`src/rtl/rib_timer_pkg.sv`:
```
// rib_timer_pkg: register offsets, CTRL layout and reset constants shared by the timer files
package rib_timer_pkg;
  localparam logic [7:0] TIMER_CTRL     = 8'h00;
  localparam logic [7:0] TIMER_COUNT    = 8'h04;
  localparam logic [7:0] TIMER_VALUE    = 8'h08;
  localparam logic [7:0] TIMER_PRESCALE = 8'h0C;
  localparam int CTRL_EN     = 0;
  localparam int CTRL_INT_EN = 1;
  localparam int CTRL_PEND   = 2;
  localparam int CTRL_MODE   = 3;
  typedef struct packed {
    logic mode;
    logic pend;
    logic int_en;
    logic en;
  } ctrl_t;
  localparam ctrl_t       CTRL_RST = '0;
  localparam logic [31:0] WORD_RST = '0;
endpackage

```
`src/rtl/rib_timer_if.sv`:
```
// rib_timer_if: RIB slave-side bus plus the timer interrupt line
interface rib_timer_if;
  logic [31:0] addr_i;
  logic [31:0] data_i;
  logic [31:0] data_o;
  logic        we_i;
  logic        int_sig_o;
  modport master (output addr_i, data_i, we_i, input data_o, int_sig_o);
  modport slave  (input addr_i, data_i, we_i, output data_o, int_sig_o);
endinterface

```
`src/rtl/rib_timer_prescaler.sv`:
```
// rib_timer_prescaler: counts 0..i_prescale while enabled, ticking on the terminal count
module rib_timer_prescaler #(
  parameter int PRESCALE_W = 16
) (
  input  logic                  clk,
  input  logic                  rst,
  input  logic                  i_en,
  input  logic                  i_clr,
  input  logic [PRESCALE_W-1:0] i_prescale,
  output logic                  o_tick
);
  logic [PRESCALE_W-1:0] r_pc;
  logic                  w_wrap;
  assign w_wrap = r_pc == i_prescale;
  assign o_tick = i_en & w_wrap;
  always_ff @(posedge clk or negedge rst)
    if (!rst) r_pc <= '0;
    else      r_pc <= (i_clr || !i_en || w_wrap) ? '0 : r_pc + 1'b1;
endmodule

```
`src/rtl/rib_timer.sv`:
```
// rib_timer: memory-mapped prescaled up-counter with compare match and level interrupt
module rib_timer
  import rib_timer_pkg::*;
#(
  parameter int PRESCALE_W = 16,
  parameter int OFFSET_W   = 8
) (
  input  logic clk,
  input  logic rst,
  rib_timer_if.slave bus
);
  ctrl_t                 r_ctrl;
  logic [31:0]           r_count, r_value;
  logic [PRESCALE_W-1:0] r_prescale;
  logic [OFFSET_W-1:0]   w_off;
  logic                  w_wr_ctrl, w_wr_count, w_wr_value, w_wr_prescale;
  logic                  w_tick, w_match, w_pc_clr, w_unused_addr;
  assign w_off         = bus.addr_i[OFFSET_W-1:0];
  assign w_unused_addr = &{1'b0, bus.addr_i[31:OFFSET_W]};
  assign w_wr_ctrl     = bus.we_i && w_off == OFFSET_W'(TIMER_CTRL);
  assign w_wr_count    = bus.we_i && w_off == OFFSET_W'(TIMER_COUNT);
  assign w_wr_value    = bus.we_i && w_off == OFFSET_W'(TIMER_VALUE);
  assign w_wr_prescale = bus.we_i && w_off == OFFSET_W'(TIMER_PRESCALE);
  assign w_pc_clr      = w_wr_prescale || (w_wr_ctrl && !bus.data_i[CTRL_EN]);
  // VALUE=0 never matches, letting the counter free-run and wrap
  assign w_match = w_tick && r_value != '0 && r_count == r_value - 32'd1;
  rib_timer_prescaler #(.PRESCALE_W(PRESCALE_W)) u_prescaler (
    .clk        (clk),
    .rst        (rst),
    .i_en       (r_ctrl.en),
    .i_clr      (w_pc_clr),
    .i_prescale (r_prescale),
    .o_tick     (w_tick)
  );
  always_ff @(posedge clk or negedge rst)
    if (!rst) begin
      r_ctrl     <= CTRL_RST;
      r_count    <= WORD_RST;
      r_value    <= WORD_RST;
      r_prescale <= '0;
    end else begin
      r_ctrl.en     <= w_wr_ctrl ? bus.data_i[CTRL_EN] : (w_match && !r_ctrl.mode) ? 1'b0 : r_ctrl.en;
      r_ctrl.int_en <= w_wr_ctrl ? bus.data_i[CTRL_INT_EN] : r_ctrl.int_en;
      r_ctrl.mode   <= w_wr_ctrl ? bus.data_i[CTRL_MODE] : r_ctrl.mode;
      r_ctrl.pend   <= w_match || (r_ctrl.pend && !(w_wr_ctrl && bus.data_i[CTRL_PEND]));
      r_count       <= w_wr_count ? bus.data_i : w_match ? '0 : w_tick ? r_count + 32'd1 : r_count;
      r_value       <= w_wr_value ? bus.data_i : r_value;
      r_prescale    <= w_wr_prescale ? bus.data_i[PRESCALE_W-1:0] : r_prescale;
    end
  assign bus.int_sig_o = r_ctrl.pend & r_ctrl.int_en;
  assign bus.data_o = w_off == OFFSET_W'(TIMER_CTRL)     ? {28'd0, r_ctrl} :
                      w_off == OFFSET_W'(TIMER_COUNT)    ? r_count :
                      w_off == OFFSET_W'(TIMER_VALUE)    ? r_value :
                      w_off == OFFSET_W'(TIMER_PRESCALE) ? 32'(r_prescale) :
                      WORD_RST;
endmodule

```
`src/flat_wrapper.sv`:
```
// flat-port wrapper written by rule: the top's interface ports become plain ports
module rib_timer_flat import rib_timer_pkg::*;
#(
  parameter int PRESCALE_W = 16,
  parameter int OFFSET_W   = 8
)
  (clk, rst, bus_addr_i, bus_data_i, bus_we_i, bus_data_o, bus_int_sig_o);
  rib_timer_if bus_i ();
  input  logic clk;
  input  logic rst;
  input wire logic [$bits(bus_i.addr_i)-1:0] bus_addr_i;
  input wire logic [$bits(bus_i.data_i)-1:0] bus_data_i;
  input wire logic [$bits(bus_i.we_i)-1:0] bus_we_i;
  output wire logic [$bits(bus_i.data_o)-1:0] bus_data_o;
  output wire logic [$bits(bus_i.int_sig_o)-1:0] bus_int_sig_o;
  assign bus_i.addr_i = bus_addr_i;
  assign bus_i.data_i = bus_data_i;
  assign bus_i.we_i = bus_we_i;
  assign bus_data_o = bus_i.data_o;
  assign bus_int_sig_o = bus_i.int_sig_o;
  rib_timer #(.PRESCALE_W(PRESCALE_W), .OFFSET_W(OFFSET_W)) u_core (.clk(clk), .rst(rst), .bus(bus_i));
endmodule
```
`config.mk`:
```
export PLATFORM = sky130hd
export DESIGN_NAME = rib_timer_flat
export DESIGN_NICKNAME = d
export VERILOG_FILES = /design/src/rtl/rib_timer_pkg.sv /design/src/rtl/rib_timer_if.sv /design/src/rtl/rib_timer_prescaler.sv /design/src/rtl/rib_timer.sv /design/src/flat_wrapper.sv
export SDC_FILE = /design/constraint.sdc
export NUM_CORES = 1
export LEC_CHECK = 0
export CAP_MARGIN = 20
export CORE_MARGIN = 3
export CORE_UTILIZATION = 45
export DETAILED_ROUTE_END_ITERATION = 7
export PLACE_DENSITY = 0.67
export SLEW_MARGIN = 10
export SYNTH_ARGS = -nofsm -noshare
export SYNTH_HDL_FRONTEND = slang
export SYNTH_SLANG_ARGS = --single-unit
```
`constraint.sdc`:
```
create_clock -name clk -period 4.4 [get_ports clk]
set_input_delay 0.88 -clock clk [delete_from_list [all_inputs] [get_ports clk]]
set_output_delay 0.88 -clock clk [all_outputs]
set_load 0.02 [all_outputs]
```
==> results.json, run 1 <==
{
  "min_period_ps": 4060,
  "grt_max_degree": 78,
  "grt_antenna_before_repair": 0,
  "dr.pass1.iters": 5,
  "dp.final_hpwl_mm": 15.7,
  "grt_setup_unrepaired": "no",
  "io-pin-count": 100,
  "synthDistinctLibCells": 78,
  "postRouteWirelength_mm": 21.7,
  "maxSlewViolCount": 0,
  "worstSkewPairLatency_ps": 370,
  "synth_edf_count": 0,
  "start_kind": "input pin",
  "cp_slowest_cell": "clkdlybuf4s50_1",
  "drc": 0,
  "clk_pin_slew_worst_paths_ps": 80,
  "cts_hold_buf": 0,
  "path_cells": "clkdlybuf4s50_1 > buf_4 > mux2_2 > a22oi_1 > nor2_1 > clkdlybuf4s50_1",
  "leakage_uw": 0.00346,
  "worstMarginPinSlew_ps": 1150,
  "fin_crit_sh_pct": 92.2,
  "antenna_left": 0,
  "cp-startpoint": "bus_addr_i[2]",
  "seqPwrFrac_pct": 40.3,
  "synth_seq_cells": 100,
  "ys.flop_type": "dfrtp_1",
  "clkPwrFrac_pct": 31.6,
  "gr-usage-met3_pct": 3.60,
  "hold_slack_ps": 472,
  "synth_area_leader_cell": "dfrtp_1",
  "vias": 6726,
  "path_delay_family": "buffers and inverters",
  "status": "finished clean",
  "grt_busiest_layer": "met2",
  "use_met1_pct": 34.7,
  "setup_tns_ps": 0,
  "hp-class": "input pin to asynchronous set/reset pin",
  "cts_inserted_buffers": 9,
  "rr_worst_depth": 10,
  "syn_area_um2": 7530,
  "crit_buf_inv": 3,
  "synth.net_count": 918,
  "routedWlPerCell_um": 19.7,
  "rr_endpoint": "u_core.r_count[15]",
  "antenna_cells": 0,
  "synthTopCellsByArea": "dfrtp_1 33%, mux2_2 9.1%, xnor2_1 6.1%",
  "netSwitchingPower_uw": 873,
  "grt_pass1_vias": 6510,
  "yosysWarnings": 0,
  "hold_viol": 0,
  "crit_required_ps": 3520,
  "ctsLongestPathBuffers": 2,
  "setup_viol": 0,
  "fmax_mhz": 247,
  "via_per_inst": 6.12,
  "r2r_start": "u_core.r_value[0]",
  "yosysTopAreaCellShare_pct": 33.3,
  "peakVddDrop_mv": 0.206,
  "p_int_uw": 1680,
  "fin_skew_ps": 11.0,
  "htreeDepth": 3,
  "layout.nets": 949,
  "crit_fanout": 10,
  "ctsRootBufferMaster": "clkbuf_16",
  "crit_top_cell": "clkdlybuf4s50_1",
  "numPortBuffers": 75,
  "slew_headroom_pct": 23.2,
  "area_growth_pct": 13.6,
  "cts_tree": "done",
  "end_kind": "primary output",
  "die_w_um": 135,
  "placementRows": 46,
  "cp_slowest_stage_delay_ps": 810,
  "drt_iter0_markers": 521,
  "criticalPathCategory": "input pin to primary output",
  "maxCapViolCount": 0,
  "powerDensity_nw_per_um2": 298,
  "cts_setup_buffers": 0,
  "post_cts_resized": 0,
  "synth_area_per_cell_um2": 8.89,
  "die-area_um2": 18300,
  "drive_gt1_share_pct": 15.4,
  "comb_power_share_pct": 28.1,
  "syn_inst": 847,
  "coreArea_um2": 16100,
  "start_util_pct": 46.7,
  "grt-ovfl-total": 0,
  "grtUsageTotal_pct": 24.5,
  "rrSetupSlack_ps": 360,
  "seq_area_frac_synth_pct": 33.3,
  "grt_use_met2_pct": 38.6,
  "switching_share_pct": 34.3,
  "cp.arrival_ps": 3180,
  "async_flop_share_pct": 100,
  "clock-sinks": 100,
  "grt_pass1_wl_mm": 35.7,
  "die_h_um": 135,
  "gp_congestion": 0.927
}
worst reg2reg max path, cell delays in order, from the launching register on:
cell and delay (ps):
dfrtp_1 510, inv_1 140, ha_1 290, nor3b_1 440, nand2_1 370, a2111oi_0 800, o22ai_1 190, nor4_1 310
nand4_1 180, nor2_1 510, o31ai_1 170
synthesized netlist by cell type, types with 4 or more instances:
library cell / number
nand2b_1: 5
xnor2_1: 52
buf_1: 7
nand4_1: 23
and3_2: 9
o22ai_1: 21
inv_1: 12
nand2_1: 58
a211oi_1: 4
o21a_1: 4
nand3_1: 61
o21ai_0: 10
and2_1: 9
nor3_1: 31
ha_1: 4
and3_1: 20
o211ai_1: 8
clkbuf_8: 12
nor2_1: 88
mux2_2: 61
or3_1: 15
mux4_2: 4
xor2_1: 18
o311ai_0: 6
nor4_1: 31
buf_6: 4
nor2b_1: 7
a22oi_1: 28
buf_4: 5
clkbuf_1: 41
o31ai_1: 8
dfrtp_1: 100
a21oi_1: 6
per-layer routing:
metal  part of all wire, %  wire [um]
met1                    46       9930
met2                    47      10100
met3                   5.4       1180
met4                   2.0        444
met5                     0          0
layout make-up:
class,instances,area [um2]
fillers,1527,7560
inverters,12,45.0
well taps,216,270
clock inverters,7,70.1
multi-input cells,658,4500
flip-flops and latches,100,2500
clock buffers,9,225
repair buffers,97,938
stage by stage:
| step | cells | setup WS [ps] | utilization [%] | instance area [um2] | total power, uW |
|---|---|---|---|---|---|
| floorplan | 847 | 1280 | - | 7530 | 1530 |
| global placement | 1082 | 341 | 51.1 | 8240 | 1740 |
| detailed placement | 1082 | 358 | 51.1 | 8240 | 1740 |
| CTS | 1098 | 345 | 52.9 | 8530 | 2550 |
| global route | 1099 | 29.8 | 53.1 | 8550 | 2680 |
| finish | 1099 | 343 | 53.1 | 8550 | 2550 |
layout by cell type, fill, tap and decap left out, types with 4 or more instances in the layout:
master             n
nor2_1            88
xor2_1            18
o21ai_0           10
buf_4             21
xnor2_1           52
o21a_1             4
nor2b_1            6
nor4_1            31
nand2_1           58
a21oi_1            6
dfrtp_1          100
nand2b_1           5
or3_1             15
o31ai_1            8
ha_1               4
nand4_1           23
mux4_2             4
and3_2            10
and2_1             9
nand3_1           60
o22ai_1           21
o211ai_1           8
mux2_2            61
clkbuf_16          9
inv_1             12
a211oi_1           4
nor3_1            31
o311ai_0           6
a22oi_1           28
clkdlybuf4s50_1   74
and3_1            19
flip-flops by register name (all words and copies together) (netlist names):
register / flops
u_core.r_prescale: 16
u_core.u_prescaler.r_pc: 16
u_core.r_value: 32
u_core.r_ctrl: 4
u_core.r_count: 32
power groups by stage:
stage	clock, uW	combinational (uW)	sequential [uW]
after floorplan	0	523	1010
after global placement	0	694	1040
after detailed placement	0	698	1040
after CTS	818	703	1030
after global routing	858	792	1030
final	805	716	1030
cell families after synthesis:
logic type / after synthesis / synth area share (%)
compound gates: 127 / 12.4
xor+xnor: 70 / 8.15
fa+ha+maj: 4 / 0.665
buf+inv: 89 / 7.08
flops: 100 / 33.3
mux: 65 / 10.3
simple gates: 392 / 28.1
how the worst max path moves through the flow:
stage / endpoint / slack [ps] / cells after the start
after floorplan: bus_data_o[12] / 1280 / 5
after global placement: bus_data_o[15] / 340 / 6
after detailed placement: bus_data_o[15] / 360 / 6
after CTS: bus_data_o[15] / 340 / 6
after global routing: u_core.r_count[17] / 30 / 10
final: bus_data_o[15] / 340 / 6
Power figures use the tool's default switching activity.
==> run 2, diff against run 1 <==
--- a/config.mk
+++ b/config.mk
@@ -9,8 +9,10 @@
 export CORE_MARGIN = 3
 export CORE_UTILIZATION = 45
 export DETAILED_ROUTE_END_ITERATION = 7
+export MAX_ROUTING_LAYER = met4
 export PLACE_DENSITY = 0.67
 export SLEW_MARGIN = 10
 export SYNTH_ARGS = -nofsm -noshare
 export SYNTH_HDL_FRONTEND = slang
 export SYNTH_SLANG_ARGS = --single-unit
+export TNS_END_PERCENT = 10
==> run 2 against run 1 <==
Effect of this change:
- register-to-register slack gained 130 ps
- final cell count unchanged
- global-route usage is essentially flat
- worst hold slack gained 16 ps
- clock power increased by 2%
- design area is essentially flat
- total power up 0.66%
- routed wire length fell by 0.53%
- fmax is 3.8% higher
- critical endpoint is now u_core.r_count[17]
==> results.json, run 2 (synthesis results as in run 1) <==
{
  "status": "finished clean",
  "start_util_pct": 46.7,
  "final_common_cell": "dfrtp_1",
  "cp.arrival_ps": 4130,
  "crit_fanout": 11,
  "post-route-util_pct": 53.1,
  "die_h_um": 135,
  "fmax_mhz": 256,
  "drt_iter0_markers": 500,
  "leakage_uw": 0.00346,
  "io-pin-count": 100,
  "postRouteWirelength_mm": 21.6,
  "htreeDepth": 3,
  "setup_viol": 0,
  "criticalPathCategory": "register to register",
  "die_w_um": 135,
  "cts_tree": "done",
  "fin_skew_ps": 9.57,
  "coreArea_um2": 16100,
  "cts_setup_buffers": 0,
  "area_growth_pct": 13.7,
  "clock-sinks": 100,
  "start_kind": "register",
  "hold_viol": 0,
  "min_period_ps": 3910,
  "drive_gt1_share_pct": 15.4,
  "vias": 6710,
  "grt_max_degree": 43,
  "placementRows": 46,
  "worstMarginPinSlew_ps": 699,
  "worstSkewPairLatency_ps": 360,
  "cts_inserted_buffers": 9,
  "grt-ovfl-total": 0,
  "die-area_um2": 18300,
  "numPortBuffers": 75,
  "fin_crit_sh_pct": 88.9,
  "grt_busiest_layer": "met2",
  "mostFrequentLayoutCells": "100 x dfrtp_1, 88 x nor2_1, 74 x clkdlybuf4s50_1, 61 x mux2_2, 60 x nand3_1",
  "reg.largest.list": "u_core.r_count (32), u_core.r_value (32)",
  "layout.nets": 950,
  "grt_pass1_vias": 6294,
  "clk_pin_slew_worst_paths_ps": 70,
  "dp.final_hpwl_mm": 15.7,
  "ctsRootBufferMaster": "clkbuf_16",
  "post_cts_resized": 0,
  "grtUsageTotal_pct": 24.4,
  "end_kind": "register",
  "cts_hold_buf": 0,
  "peakVddDrop_mv": 0.237,
  "gp_congestion": 0.888,
  "drc": 0,
  "maxCapViolCount": 0,
  "maxSlewViolCount": 0,
  "dr.pass1.iters": 5,
  "antenna_cells": 0,
  "grt_antenna_before_repair": 0,
  "powerDensity_nw_per_um2": 300,
  "grt_use_met2_pct": 37.4,
  "grt_pass1_wl_mm": 34.4,
  "via_per_inst": 6.11,
  "slew_headroom_pct": 53.3,
  "grt_setup_unrepaired": "no",
  "hp-class": "input pin to asynchronous set/reset pin",
  "routedWlPerCell_um": 19.6,
  "setup_tns_ps": 0,
  "gr-usage-met3_pct": 3.12,
  "use_met1_pct": 33.8,
  "antenna_left": 0,
  "ctsLongestPathBuffers": 2,
  "crit_required_ps": 4620
}
-- run 2: worst max-delay path, cell delays in order, from the launching register on --
cell and delay [ps]:
dfrtp_1 490, inv_1 130, ha_1 280, nor3b_1 460, nand2_1 370, a2111oi_0 680, o22ai_1 200, nor4_1 310
nand4_1 180, nor2_1 500, o31ai_1 170
-- run 2: routing by layer --
| metal | wire, um | vias up | share of wire [%] |
|---|---|---|---|
| li1 | - | 3181 | - |
| met2 | 10200 | 189 | 47 |
| met4 | 405 | 0 | 1.9 |
| met1 | 9920 | 3314 | 46 |
| met5 | 0 | - | 0 |
| met3 | 1040 | 26 | 4.8 |
-- run 2: power by group --
group,leakage [uW],total [uW],switching [uW],internal (uW)
combinational,0.00204,715,391,324
clock,0.000145,823,366,457
sequential,0.00127,1030,74.1,954
total,0.00346,2570,832,1730
-- run 2: through the flow --
stage	hold WS [ps]	cells	area [um2]	total power, uW	setup slack [ps]
6_report	488	1099	8560	2570	491
5_1_grt	527	1099	8560	2690	128
4_1_cts	508	1098	8540	2570	507
3_5_place_dp	493	1083	8240	1740	512
3_3_place_gp	483	1083	8240	1740	508
2_1_floorplan	455	847	7530	1530	1280
-- run 2: path summary, 6_finish.rpt --
| kind | from | endpoint | slack (ps) | cells after the start |
|---|---|---|---|---|
| setup reg to reg | u_core.r_value[0] | u_core.r_count[17] | 490 | 10 |
| hold / removal | rst | u_core.u_prescaler.r_pc[1] | 490 | 1 |
| hold reg to reg | u_core.r_ctrl[2] | u_core.r_ctrl[2] | 500 | 1 |
| min in group clk | u_core.r_ctrl[2] | u_core.r_ctrl[2] | 500 | 1 |
| setup / recovery | u_core.r_value[0] | u_core.r_count[17] | 490 | 10 |
| max in group asynchronous | rst | u_core.r_count[27] | 3050 | 2 |
-- run 2: area by class of cell --
class                   count  area [um2]
repair buffers             98         941
flip-flops and latches    100        2500
multi-input cells         658        4500
clock inverters             5        60.1
inverters                  12        45.0
fillers                  1479        7560
well taps                 216         270
clock buffers              10         239
==> run 3, diff against run 2 <==
--- a/config.mk
+++ b/config.mk
@@ -11,6 +11,7 @@
 export DETAILED_ROUTE_END_ITERATION = 7
 export MAX_ROUTING_LAYER = met4
 export PLACE_DENSITY = 0.67
+export SETUP_SLACK_MARGIN = 0.4
 export SLEW_MARGIN = 10
 export SYNTH_ARGS = -nofsm -noshare
 export SYNTH_HDL_FRONTEND = slang
==> run 3 against run 2 <==
Effect of this change:
- global-route usage did not move
- worst hold slack about the same
- routed wire length down 0.33%
- fmax up 0.33%
- count of clock-buffer cells in the layout did not move
- clock skew down 1.0 ps
- non-clock buffer count stayed put
- clock power hardly changed
- final cell count is the same
- sequential power about the same
- register-to-register slack about the same
- utilization about the same
- critical path type unchanged
- critical endpoint is now u_core.r_count[7]
- largest cell class unchanged
- largest power group unchanged
==> results.json, run 3 (synthesis results as in run 1) <==
{
  "status": "finished clean",
  "clock-sinks": 100,
  "worstSkewPairLatency_ps": 360,
  "placementRows": 46,
  "drc": 0,
  "p_int_uw": 1740,
  "postRouteWirelength_mm": 21.5,
  "criticalPathCategory": "register to register",
  "path_delay_family": "simple AND/OR/NAND/NOR gates",
  "worstMarginPinSlew_ps": 699,
  "layout_setup_ws_ps": 503,
  "cp_slowest_cell": "or4b_4",
  "crit_required_ps": 4620,
  "fmax_mhz": 257,
  "vias": 6709,
  "switching_share_pct": 32.5,
  "end_kind": "register",
  "fin_skew_ps": 8.56,
  "grt_max_degree": 43,
  "io-pin-count": 100,
  "hold_viol": 0,
  "fin_crit_sh_pct": 88.6,
  "hp-class": "input pin to asynchronous set/reset pin",
  "cts_tree": "done",
  "via_per_inst": 6.10,
  "die_w_um": 135,
  "ctsRootBufferMaster": "clkbuf_16",
  "grtUsageTotal_pct": 24.4,
  "htreeDepth": 3,
  "cts_inserted_buffers": 9,
  "coreArea_um2": 16100,
  "routedWlPerCell_um": 19.6,
  "grt_antenna_before_repair": 0,
  "seqPwrFrac_pct": 40.0,
  "leakage_uw": 0.00346,
  "powerDensity_nw_per_um2": 300,
  "grt-ovfl-total": 0,
  "mostFrequentLayoutCells": "100 x dfrtp_1, 88 x nor2_1, 74 x clkdlybuf4s50_1, 61 x mux2_2, 60 x nand3_1",
  "path_cells": "inv_1 > ha_1 > nor3b_1 > nand2_1 > o31a_2 > or4b_4 > nor4_2 > nand4_2 > nor3_4 > nor3_1",
  "cp.arrival_ps": 4120,
  "gp_congestion": 0.888,
  "layout.nets": 950,
  "grt_pass1_vias": 6294,
  "min_period_ps": 3900,
  "maxSlewViolCount": 0,
  "peakVddDrop_mv": 0.238,
  "crit_fanout": 11,
  "netSwitchingPower_uw": 834,
  "clkPwrFrac_pct": 32.0,
  "crit_buf_inv": 1,
  "dp.cells": 1083,
  "slew_headroom_pct": 53.3,
  "dr.pass1.iters": 5,
  "reg.largest.list": "u_core.r_count (32), u_core.r_value (32)",
  "numPortBuffers": 75,
  "drive_gt1_share_pct": 15.5,
  "total_power_uw": 2570,
  "die_h_um": 135,
  "antenna_left": 0,
  "start_kind": "register",
  "grt_setup_unrepaired": "yes",
  "setup_tns_ps": 0,
  "fillers": 1478,
  "cp_slowest_stage_delay_ps": 540,
  "grt_pass1_wl_mm": 34.4,
  "start_util_pct": 46.7,
  "setup_viol": 0,
  "drt_iter0_markers": 510,
  "comb_power_share_pct": 28.0,
  "maxCapViolCount": 0,
  "clk_pin_slew_worst_paths_ps": 70,
  "fin_cells": 1099,
  "ctsLongestPathBuffers": 2,
  "hold_slack_ps": 488,
  "antenna_cells": 0,
  "area_growth_pct": 13.8,
  "die-area_um2": 18300,
  "post-place-ws_ps": 512,
  "final_common_cell": "dfrtp_1",
  "dp.final_hpwl_mm": 15.7
}
==> run 3: changes by cell type in the layout (fill, tap and decap cells not counted) <==
cell / change
a2111oi_0: -1
a2111oi_2: +1
==> run 3: worst paths after layout <==
kind,slack (ps),cells past startpoint,end,startpoint
setup / recovery,500,10,u_core.r_count[7],u_core.r_value[0]
hold / removal,490,1,u_core.u_prescaler.r_pc[1],rst
setup reg to reg,500,10,u_core.r_count[7],u_core.r_value[0]
hold reg to reg,500,1,u_core.r_ctrl[2],u_core.r_ctrl[2]
max in group asynchronous,3050,2,u_core.r_count[27],rst
min in group clk,500,1,u_core.r_ctrl[2],u_core.r_ctrl[2]
==> run 3: power by group through the flow <==
stage | clock network (uW) | logic, uW | registers [uW]
floorplan | 0 | 523 | 1010
global placement | 0 | 695 | 1040
detailed placement | 0 | 700 | 1040
CTS | 839 | 703 | 1030
global route | 874 | 789 | 1030
finish | 823 | 720 | 1030
==> run 3: metrics by stage <==
step	area, um2	utilization, %
finish	8560	53.1
global route	8560	53.1
CTS	8540	53.0
detailed placement	8240	51.1
global placement	8240	51.1
floorplan	7530	-
==> run 3: repair_timing <==
item / CTS / global route
setup endpoints to repair: 0 / 29
setup buffers: 0 / 0
hold buffers: 0 / 0
resized for setup: 0 / 2
==> run 3: metal layers <==
layer  vias up  wire length, um  track usage (%)
met5         -                0                -
met4         0              443             8.17
met3        29             1010             3.12
met2       194            10200             37.4
met1      3291             9880             33.8
li1       3195                -                -
==> run 3: layout make-up <==
type	count	area, um2	area share, %
inverters	12	45.0	0.526
repair buffers	98	941	11.0
clock buffers	10	239	2.79
flip-flops and latches	100	2500	29.2
well taps	216	270	3.16
multi-input cells	658	4510	52.6
clock inverters	5	60.1	0.701
